`config.mk`:
```
export PLATFORM = sky130hd
export DESIGN_NAME = mem_responder
export DESIGN_NICKNAME = d
export VERILOG_FILES = /design/src/rtl/mem_if_pkg.sv /design/src/rtl/mem_array.sv /design/src/rtl/mem_responder.sv
export SDC_FILE = /design/constraint.sdc
export NUM_CORES = 1
export LEC_CHECK = 0
export BUFFER_PORTS_ARGS = -buffer_cell sky130_fd_sc_hd__buf_4
export CORE_UTILIZATION = 50
export CTS_BUF_LIST = sky130_fd_sc_hd__clkbuf_4 sky130_fd_sc_hd__clkbuf_8 sky130_fd_sc_hd__clkbuf_16
export CTS_CLUSTER_DIAMETER = 80
export CTS_CLUSTER_SIZE = 20
export DETAILED_ROUTE_END_ITERATION = 12
export PLACE_DENSITY = 0.68
export SLEW_MARGIN = 25
export SYNTH_ARGS = -nofsm -noshare
export SYNTH_HDL_FRONTEND = slang
export SYNTH_SLANG_ARGS = --single-unit
export TNS_END_PERCENT = 5
```
`constraint.sdc`:
```
create_clock -name clk -period 4 [get_ports clk]
set_input_delay 0.8 -clock clk [delete_from_list [all_inputs] [get_ports clk]]
set_output_delay 0.8 -clock clk [all_outputs]
set_load 0.01 [all_outputs]
```
`src/rtl/mem_if_pkg.sv`:
```
// Shared constants and state encoding for the memory responder and its word store.
package mem_if_pkg;

    localparam int ADDR_W = 5;
    localparam int DATA_W = 32;
    localparam int CNT_W  = 4;

    localparam logic [1:0] ST_IDLE = 2'd0;
    localparam logic [1:0] ST_WAIT = 2'd1;
    localparam logic [1:0] ST_ACK  = 2'd2;

    typedef enum logic [1:0] {
        S_IDLE = ST_IDLE,
        S_WAIT = ST_WAIT,
        S_ACK  = ST_ACK
    } state_e;

endpackage

```
`src/rtl/mem_array.sv`:
```
// DEPTH x DATA_W word store: synchronous write, registered read, no reset.
module mem_array #(
    parameter int ADDR_W = 5,
    parameter int DATA_W = 32,
    parameter int DEPTH  = 32
) (
    input  logic              clk,
    input  logic              we_c,
    input  logic [ADDR_W-1:0] addr,
    input  logic [DATA_W-1:0] wdata,
    output logic [DATA_W-1:0] rdata
);

    logic [DATA_W-1:0] mem_q [DEPTH];
    logic [DATA_W-1:0] rdata_q;

    always_ff @(posedge clk) begin
        if (we_c) begin
            mem_q[addr] <= wdata;
        end
        rdata_q <= mem_q[addr];
    end

    assign rdata = rdata_q;

endmodule

```
`src/rtl/mem_responder.sv`:
```
// Memory-side responder: accepts a tagged request, waits WAIT_STATES cycles,
// accesses the word store and returns a one-cycle acknowledge.
//
// state  | meaning
// IDLE   | ready; req accepted here (this is also the cycle ack is visible)
// WAIT   | counting wait states, busy = 1, req ignored
// ACK    | array access; the edge leaving it commits and raises ack for one cycle
module mem_responder
    import mem_if_pkg::*;
#(
    parameter int ADDR_W      = mem_if_pkg::ADDR_W,
    parameter int DATA_W      = mem_if_pkg::DATA_W,
    parameter int DEPTH       = 32,
    parameter int WAIT_STATES = 2
) (
    input  logic              clk,
    input  logic              rst_n,
    input  logic [ADDR_W-1:0] admem,
    input  logic              req,
    input  logic              we,
    input  logic [DATA_W-1:0] wdata,
    input  logic              fetch,
    output logic [DATA_W-1:0] rdata,
    output logic              ack,
    output logic              rsp_fetch,
    output logic              busy
);

    localparam logic [CNT_W-1:0] CNT_INIT = CNT_W'(WAIT_STATES > 0 ? WAIT_STATES - 1 : 0);

    state_e            state_q, state_d;
    logic [CNT_W-1:0]  cnt_q, cnt_d;
    logic [ADDR_W-1:0] addr_q, addr_d;
    logic              we_q, we_d;
    logic [DATA_W-1:0] wdata_q, wdata_d;
    logic              fetch_q, fetch_d;
    logic [DATA_W-1:0] rdata_q, rdata_d;
    logic              ack_q, ack_d;
    logic              rsp_fetch_q, rsp_fetch_d;
    logic              busy_q, busy_d;

    logic              mem_we;
    logic [DATA_W-1:0] mem_rdata;

    always_comb begin
        state_d     = state_q;
        cnt_d       = cnt_q;
        addr_d      = addr_q;
        we_d        = we_q;
        wdata_d     = wdata_q;
        fetch_d     = fetch_q;
        rdata_d     = rdata_q;
        ack_d       = 1'b0;
        rsp_fetch_d = rsp_fetch_q;

        case (state_q)
            S_IDLE: begin
                if (req) begin
                    addr_d  = admem;
                    we_d    = we;
                    wdata_d = wdata;
                    fetch_d = fetch;
                    if (WAIT_STATES == 0) begin
                        state_d = S_ACK;
                    end else begin
                        state_d = S_WAIT;
                        cnt_d   = CNT_INIT;
                    end
                end
            end
            S_WAIT: begin
                if (cnt_q == '0) begin
                    state_d = S_ACK;
                end else begin
                    cnt_d = cnt_q - 1'b1;
                end
            end
            S_ACK: begin
                state_d     = S_IDLE;
                ack_d       = 1'b1;
                rsp_fetch_d = fetch_q;
                if (!we_q) begin
                    rdata_d = mem_rdata;
                end
            end
            default: state_d = S_IDLE;
        endcase

        busy_d = (state_d == S_WAIT);
    end

    always_ff @(posedge clk or negedge rst_n) begin
        if (!rst_n) begin
            state_q     <= S_IDLE;
            cnt_q       <= '0;
            addr_q      <= '0;
            we_q        <= 1'b0;
            wdata_q     <= '0;
            fetch_q     <= 1'b0;
            rdata_q     <= '0;
            ack_q       <= 1'b0;
            rsp_fetch_q <= 1'b0;
            busy_q      <= 1'b0;
        end else begin
            state_q     <= state_d;
            cnt_q       <= cnt_d;
            addr_q      <= addr_d;
            we_q        <= we_d;
            wdata_q     <= wdata_d;
            fetch_q     <= fetch_d;
            rdata_q     <= rdata_d;
            ack_q       <= ack_d;
            rsp_fetch_q <= rsp_fetch_d;
            busy_q      <= busy_d;
        end
    end

    // Read port is addressed by the next request address so the word is already
    // registered when ACK is entered, even with zero wait states.
    assign mem_we = (state_q == S_ACK) && we_q;

    mem_array #(
        .ADDR_W (ADDR_W),
        .DATA_W (DATA_W),
        .DEPTH  (DEPTH)
    ) u_mem_array (
        .clk   (clk),
        .we_c  (mem_we),
        .addr  (addr_d),
        .wdata (wdata_q),
        .rdata (mem_rdata)
    );

    assign rdata     = rdata_q;
    assign ack       = ack_q;
    assign rsp_fetch = rsp_fetch_q;
    assign busy      = busy_q;

endmodule

```
==> results of run 1 <==
==> through the flow <==
step | area (sq um) | power, mW
3_5_place_dp | 49600 | 26.0
5_1_grt | 51800 | 34.5
2_1_floorplan | 46500 | 22.1
3_3_place_gp | 49600 | 25.6
6_report | 51800 | 33.4
4_1_cts | 51800 | 33.4
==> layer usage <==
| layer | GRT usage, % | wire (um) | vias up | share of wire [%] |
|---|---|---|---|---|
| met4 | 9.80 | 4790 | 2 | 3.7 |
| met2 | 43.7 | 60600 | 1660 | 47 |
| met5 | 0 | 13 | - | 0.010 |
| li1 | - | - | 11217 | - |
| met3 | 6.17 | 13800 | 266 | 11 |
| met1 | 37.4 | 49700 | 13974 | 39 |
==> cells by family (layout without fill, tap and decap cells) <==
group	count (synthesis)	after routing	share of synthesized area [%]
AO/OA/AOI/OAI	376	376	5.22
XOR/XNOR	2	2	0.0377
adder cells (fa/ha/maj)	2	2	0.0539
buffers and inverters	175	362	1.74
flip-flops	1136	1136	71.9
multiplexers	448	448	14.5
AND/OR/NAND/NOR	649	649	6.61
==> flip-flops by register name (all words and copies together) (netlist names), 2 cells and up <==
name               count
rdata                 32
addr_q                 5
u_mem_array.mem_q   1024
state_q                2
wdata_q               32
u_mem_array.rdata     32
cnt_q                  4
==> critical path: cells and delay by family (launching register included) <==
family / cells / cell delay (ns)
buffers and inverters: 3 / 0.97
and+or+nand+nor: 3 / 0.92
AOI/OAI and AO/OA: 2 / 0.60
DFF: 1 / 0.48
muxes: 1 / 0.35
==> cell type report <==
| cell class | instances | area [sq um] | area share [%] |
|---|---|---|---|
| multi-input combinational | 1477 | 12600 | 24.3 |
| timing repair buffer | 230 | 2010 | 3.89 |
| inverter | 6 | 32.5 | 0.0628 |
| tap | 1243 | 1560 | 3.00 |
| clock buffer | 118 | 2110 | 4.08 |
| clock inverter | 8 | 100 | 0.193 |
| sequential | 1136 | 33400 | 64.5 |
==> cell usage in the layout, fill, tap and decap left out, types with 3 or more instances in the layout <==
master     instances
mux2_2            97
dfrtp_1           66
o21ai_4            3
clkbuf_4          48
inv_6              4
and3_1             8
nand4_1           35
mux4_2           164
a222oi_1          27
a21oi_1          149
dfrtp_2           13
o32a_1             3
nor2b_1            4
mux2i_1          163
nand2b_1          31
o22ai_1           59
nand3_1           41
a211oi_1          54
nand2_1          395
nor2_1            51
o21ai_0           32
nor2_4            33
edfxtp_1        1024
buf_12            22
mux2_1            20
clkbuf_16         70
inv_1              4
inv_12             3
o2bb2ai_1         28
a31oi_1            3
nor4b_2           28
dfxtp_1           32
buf_4            206
and2_1             7
==> power breakdown <==
part           internal, mW  switching (mW)
Combinational          3.73            5.40
Clock                  3.69            3.88
Sequential             15.0            1.68
Total                  22.4            11.0
==> worst max path at each step <==
stage	slack, ns	to	start
3_5_place_dp	0.22	u_mem_array.rdata[27]	req
2_1_floorplan	-0.21	u_mem_array.mem_q[0][0]	req
3_3_place_gp	0.27	u_mem_array.rdata[27]	req
5_1_grt	0.39	u_mem_array.rdata[27]	state_q[0]
4_1_cts	0.60	u_mem_array.rdata[27]	state_q[0]
6_report	0.52	u_mem_array.rdata[27]	state_q[0]
==> flow_summary.json, run 1 <==
{
  "syn_inst": 2788,
  "min_period_ns": 3.48,
  "tightestPinTransition_ns": 1.06,
  "antenna_left": 0,
  "drt-initial-drc-count": 3629,
  "synth_flop_cell": "edfxtp_1",
  "crit_path_end_kind": "register",
  "final.setup.tns_ns": 0,
  "r2r-end": "u_mem_array.rdata[27]",
  "nets": 2963,
  "cp_max_fo": 17,
  "cts_resized": 0,
  "synth.most_common_cell": "edfxtp_1",
  "rrSetupSlack_ns": 0.52,
  "ys_seq_elements": 1136,
  "syn_nets": 2832,
  "leakage_nw": 17.5,
  "synth-seq-area-share_pct": 71.9,
  "cts_setup_buffers": 0,
  "io_buffer_count": 76,
  "vias": 27119,
  "gp_congestion": 0.896,
  "remaining_drc_errors": 0,
  "drive_above_1_share_pct": 23.9,
  "core_area_sq_mm": 0.0918,
  "holdWs_ns": 0.266,
  "skew_ns": 0.0283,
  "grt_pass1_vias": 27163,
  "maxCapViolations": 0,
  "final_cells": 4218,
  "cp_slowest_cell": "dfrtp_1",
  "syn-cell-area_sq_mm": 0.0465,
  "max_stage_delay_ns": 0.48,
  "yosys.area.top_type": "edfxtp_1",
  "io_pins": 77,
  "power_density_mw_per_mm2": 644,
  "cts_sinks": 1136,
  "fin_ws_ns": 0.517,
  "wl_per_cell_um": 30.6,
  "cts_buffers": 68,
  "finalSetupViolations": 0,
  "place_ws_ns": 0.223,
  "holdBufCountCts": 0,
  "holdCritPathClass": "input port to asynchronous set/reset pin",
  "synth_cell_types": 60,
  "cts_max_level": 3,
  "relSlewSlack_pct": 29.5,
  "max_clock_freq_ghz": 0.287,
  "cp_cell_sequence": "nor3b_2 > buf_4 > mux2i_4 > buf_4 > a21oi_4 > buf_4 > a222oi_1 > nor4b_2 > nand4_1",
  "synth_edf_count": 1024,
  "slew_violations": 0,
  "fp-row-count": 111,
  "grt_overflow": 0,
  "reg2reg_from": "state_q[0]",
  "worst_ep_arrival_time_ns": 3.97,
  "area_growth_pct": 11.5,
  "final_util_pct": 56.4,
  "synth_area_per_cell_sq_um": 16.7,
  "required_ns": 4.49,
  "hold_violations": 0,
  "clk_pin_slew_ns": 0.08,
  "grt_max_degree": 73,
  "critPathKind": "register to register",
  "rsz0062_at_grt": "no",
  "ir_drop_mv": 0.652,
  "clock_path_buffers": 3,
  "n_antenna_cell": 0,
  "post-route-period-util_pct": 87.1,
  "startpoint_type": "register",
  "wl_um": 129000,
  "cts_tree": "built",
  "grt.total_usage_pct": 27.5,
  "dp_cells": 4091,
  "yosysTopAreaCellShare_pct": 66.2,
  "root_buffer": "clkbuf_16",
  "dp_hpwl_um": 76200,
  "antenna_found_initial": 1,
  "yosysWarnings": 0,
  "die_x_um": 307,
  "fp.dieH_um": 307,
  "grt_pass1_wl_um": 186000,
  "synthArstFlopShare_pct": 7.04,
  "clock_latency_ns": 0.65,
  "detail_route.first_pass.iterations": 8,
  "status": "completed",
  "netlist_top_cells_count": "1,024 x edfxtp_1, 395 x nand2_1, 164 x mux4_2",
  "reg2regPathDepth": 9,
  "die-area_sq_mm": 0.0941,
  "crit_top_cell": "buf_4",
  "fillers": 6968,
  "vias_per_cell": 6.43,
  "initial_core_util_pct": 50.6,
  "ys_top_cells_by_area": "edfxtp_1 66%, mux4_2 8.0%, dfrtp_1 4.3%, mux2i_1 3.5%, nand2_1 3.2%"
}
Note: power is estimated with default switching activity, not from simulation.
==> run 2, diff against run 1 <==
Settings changed: CORE_UTILIZATION 50 to 30, PLACE_DENSITY 0.68 to default, REMOVE_ABC_BUFFERS from default to 1.
==> flow_summary.json, run 2 (synthesized netlist as in run 1, its figures left out) <==
{
  "grt_overflow": 0,
  "leakage_nw": 17.6,
  "core_area_sq_mm": 0.154,
  "clock_path_buffers": 3,
  "slew_violations": 0,
  "cts_sinks": 1136,
  "vias_per_cell": 5.31,
  "remaining_drc_errors": 0,
  "maxCapViolations": 0,
  "fp.dieH_um": 396,
  "io_buffer_count": 76,
  "cts_max_level": 3,
  "grt.total_usage_pct": 17.4,
  "holdCritPathClass": "input port to asynchronous set/reset pin",
  "antenna_found_initial": 3,
  "ir_drop_mv": 0.514,
  "hold_violations": 0,
  "skew_ns": 0.0424,
  "die-area_sq_mm": 0.156,
  "io_pins": 77,
  "final.setup.tns_ns": 0,
  "cp_max_fo": 47,
  "place_ws_ns": 0.400,
  "required_ns": 4.56,
  "clock_latency_ns": 0.69,
  "grt_max_degree": 74,
  "power_density_mw_per_mm2": 635,
  "fin_ws_ns": 0.726,
  "grt_pass1_vias": 26440,
  "cts_setup_buffers": 0,
  "worst_ep_arrival_time_ns": 3.83,
  "max_clock_freq_ghz": 0.305,
  "startpoint_type": "register",
  "area_growth_pct": 14.4,
  "final_common_cell": "edfxtp_1",
  "status": "completed",
  "rsz0062_at_grt": "no",
  "cts_resized": 0,
  "vias": 26649,
  "final_util_pct": 34.5,
  "fillers": 14560,
  "critPathKind": "register to register",
  "power_mw": 33.7,
  "largest_reg_flops": 1024,
  "regMostFlops": "u_mem_array.mem_q",
  "tightestPinTransition_ns": 1.06,
  "cts_tree": "built",
  "detail_route.first_pass.iterations": 6,
  "post-route-period-util_pct": 81.9,
  "initial_core_util_pct": 30.2,
  "min_period_ns": 3.27,
  "drt-initial-drc-count": 3316,
  "clk_pin_slew_ns": 0.09,
  "gp_congestion": 0.795,
  "holdBufCountCts": 0,
  "nets": 2963,
  "drive_above_1_share_pct": 24.2,
  "mostFrequentLayoutCells": "1,024 x edfxtp_1, 395 x nand2_1, 188 x buf_4, 164 x mux4_2, 163 x mux2i_1",
  "finalSetupViolations": 0,
  "wl_per_cell_um": 27.6,
  "dp_hpwl_um": 79200,
  "relSlewSlack_pct": 29.5,
  "wl_um": 138000,
  "root_buffer": "clkbuf_16",
  "fp-row-count": 144,
  "crit_path_end_kind": "register",
  "grt_pass1_wl_um": 195000,
  "cts_buffers": 70,
  "die_x_um": 396,
  "antenna_left": 0
}
## run 2: final cells by class
type / count / area, sq um / area share, %
clock buffers: 117 / 2170 / 4.08
flip-flops and latches: 1136 / 33400 / 62.9
well taps: 2044 / 2560 / 4.81
clock inverters: 13 / 134 / 0.252
inverters: 6 / 32.5 / 0.0612
diodes: 1 / 2.50 / 0.00471
repair buffers: 228 / 2210 / 4.16
multi-input cells: 1477 / 12600 / 23.7
## run 2: worst paths after layout
| kind | startpoint | end | slack, ns | depth (start not counted) |
|---|---|---|---|---|
| setup / recovery | state_q[0] | u_mem_array.rdata[17] | 0.73 | 9 |
| hold / removal | rst_n | rdata[3] | 0.15 | 1 |
| setup reg to reg | state_q[0] | u_mem_array.rdata[17] | 0.73 | 9 |
| hold reg to reg | u_mem_array.rdata[24] | rdata[24] | 0.47 | 1 |
| max in group asynchronous | rst_n | wdata_q[4] | 2.92 | 2 |
| min in group clk | wdata[0] | wdata_q[0] | 0.30 | 3 |
## run 2: metal layers
metal  vias up  global-route usage [%]  routed length, um  share of wire (%)
li1      11232                       -                  -                  -
met1     14013                    23.7              57200                 41
met2      1224                    28.1              65800                 48
met3       178                    3.23              11700                8.4
met4         2                    5.52               3750                2.7
met5         -                       0                 12             0.0087
## run 2: critical path, cell delays in order (launching register included)
cell and delay [ns]:
dfrtp_1 0.48, nor3b_2 0.26, buf_4 0.32, mux2i_4 0.41
inv_8 0.14, buf_12 0.23, mux2_2 0.31, a222oi_1 0.37
nor4b_2 0.44, nand4_1 0.15
## run 2: report_power, final
part | switching [mW] | internal [mW]
registers | 1.78 | 15.0
clock network | 4.03 | 3.81
logic | 5.37 | 3.72
## run 2: metrics by stage
stage,instance area [sq um],std cells,hold slack (ns)
detailed placement,50800,4890,0.453
CTS,53100,5020,0.142
finish,53100,5022,0.153
floorplan,45700,2619,0.439
global placement,50800,4890,0.448
global route,53100,5021,0.181
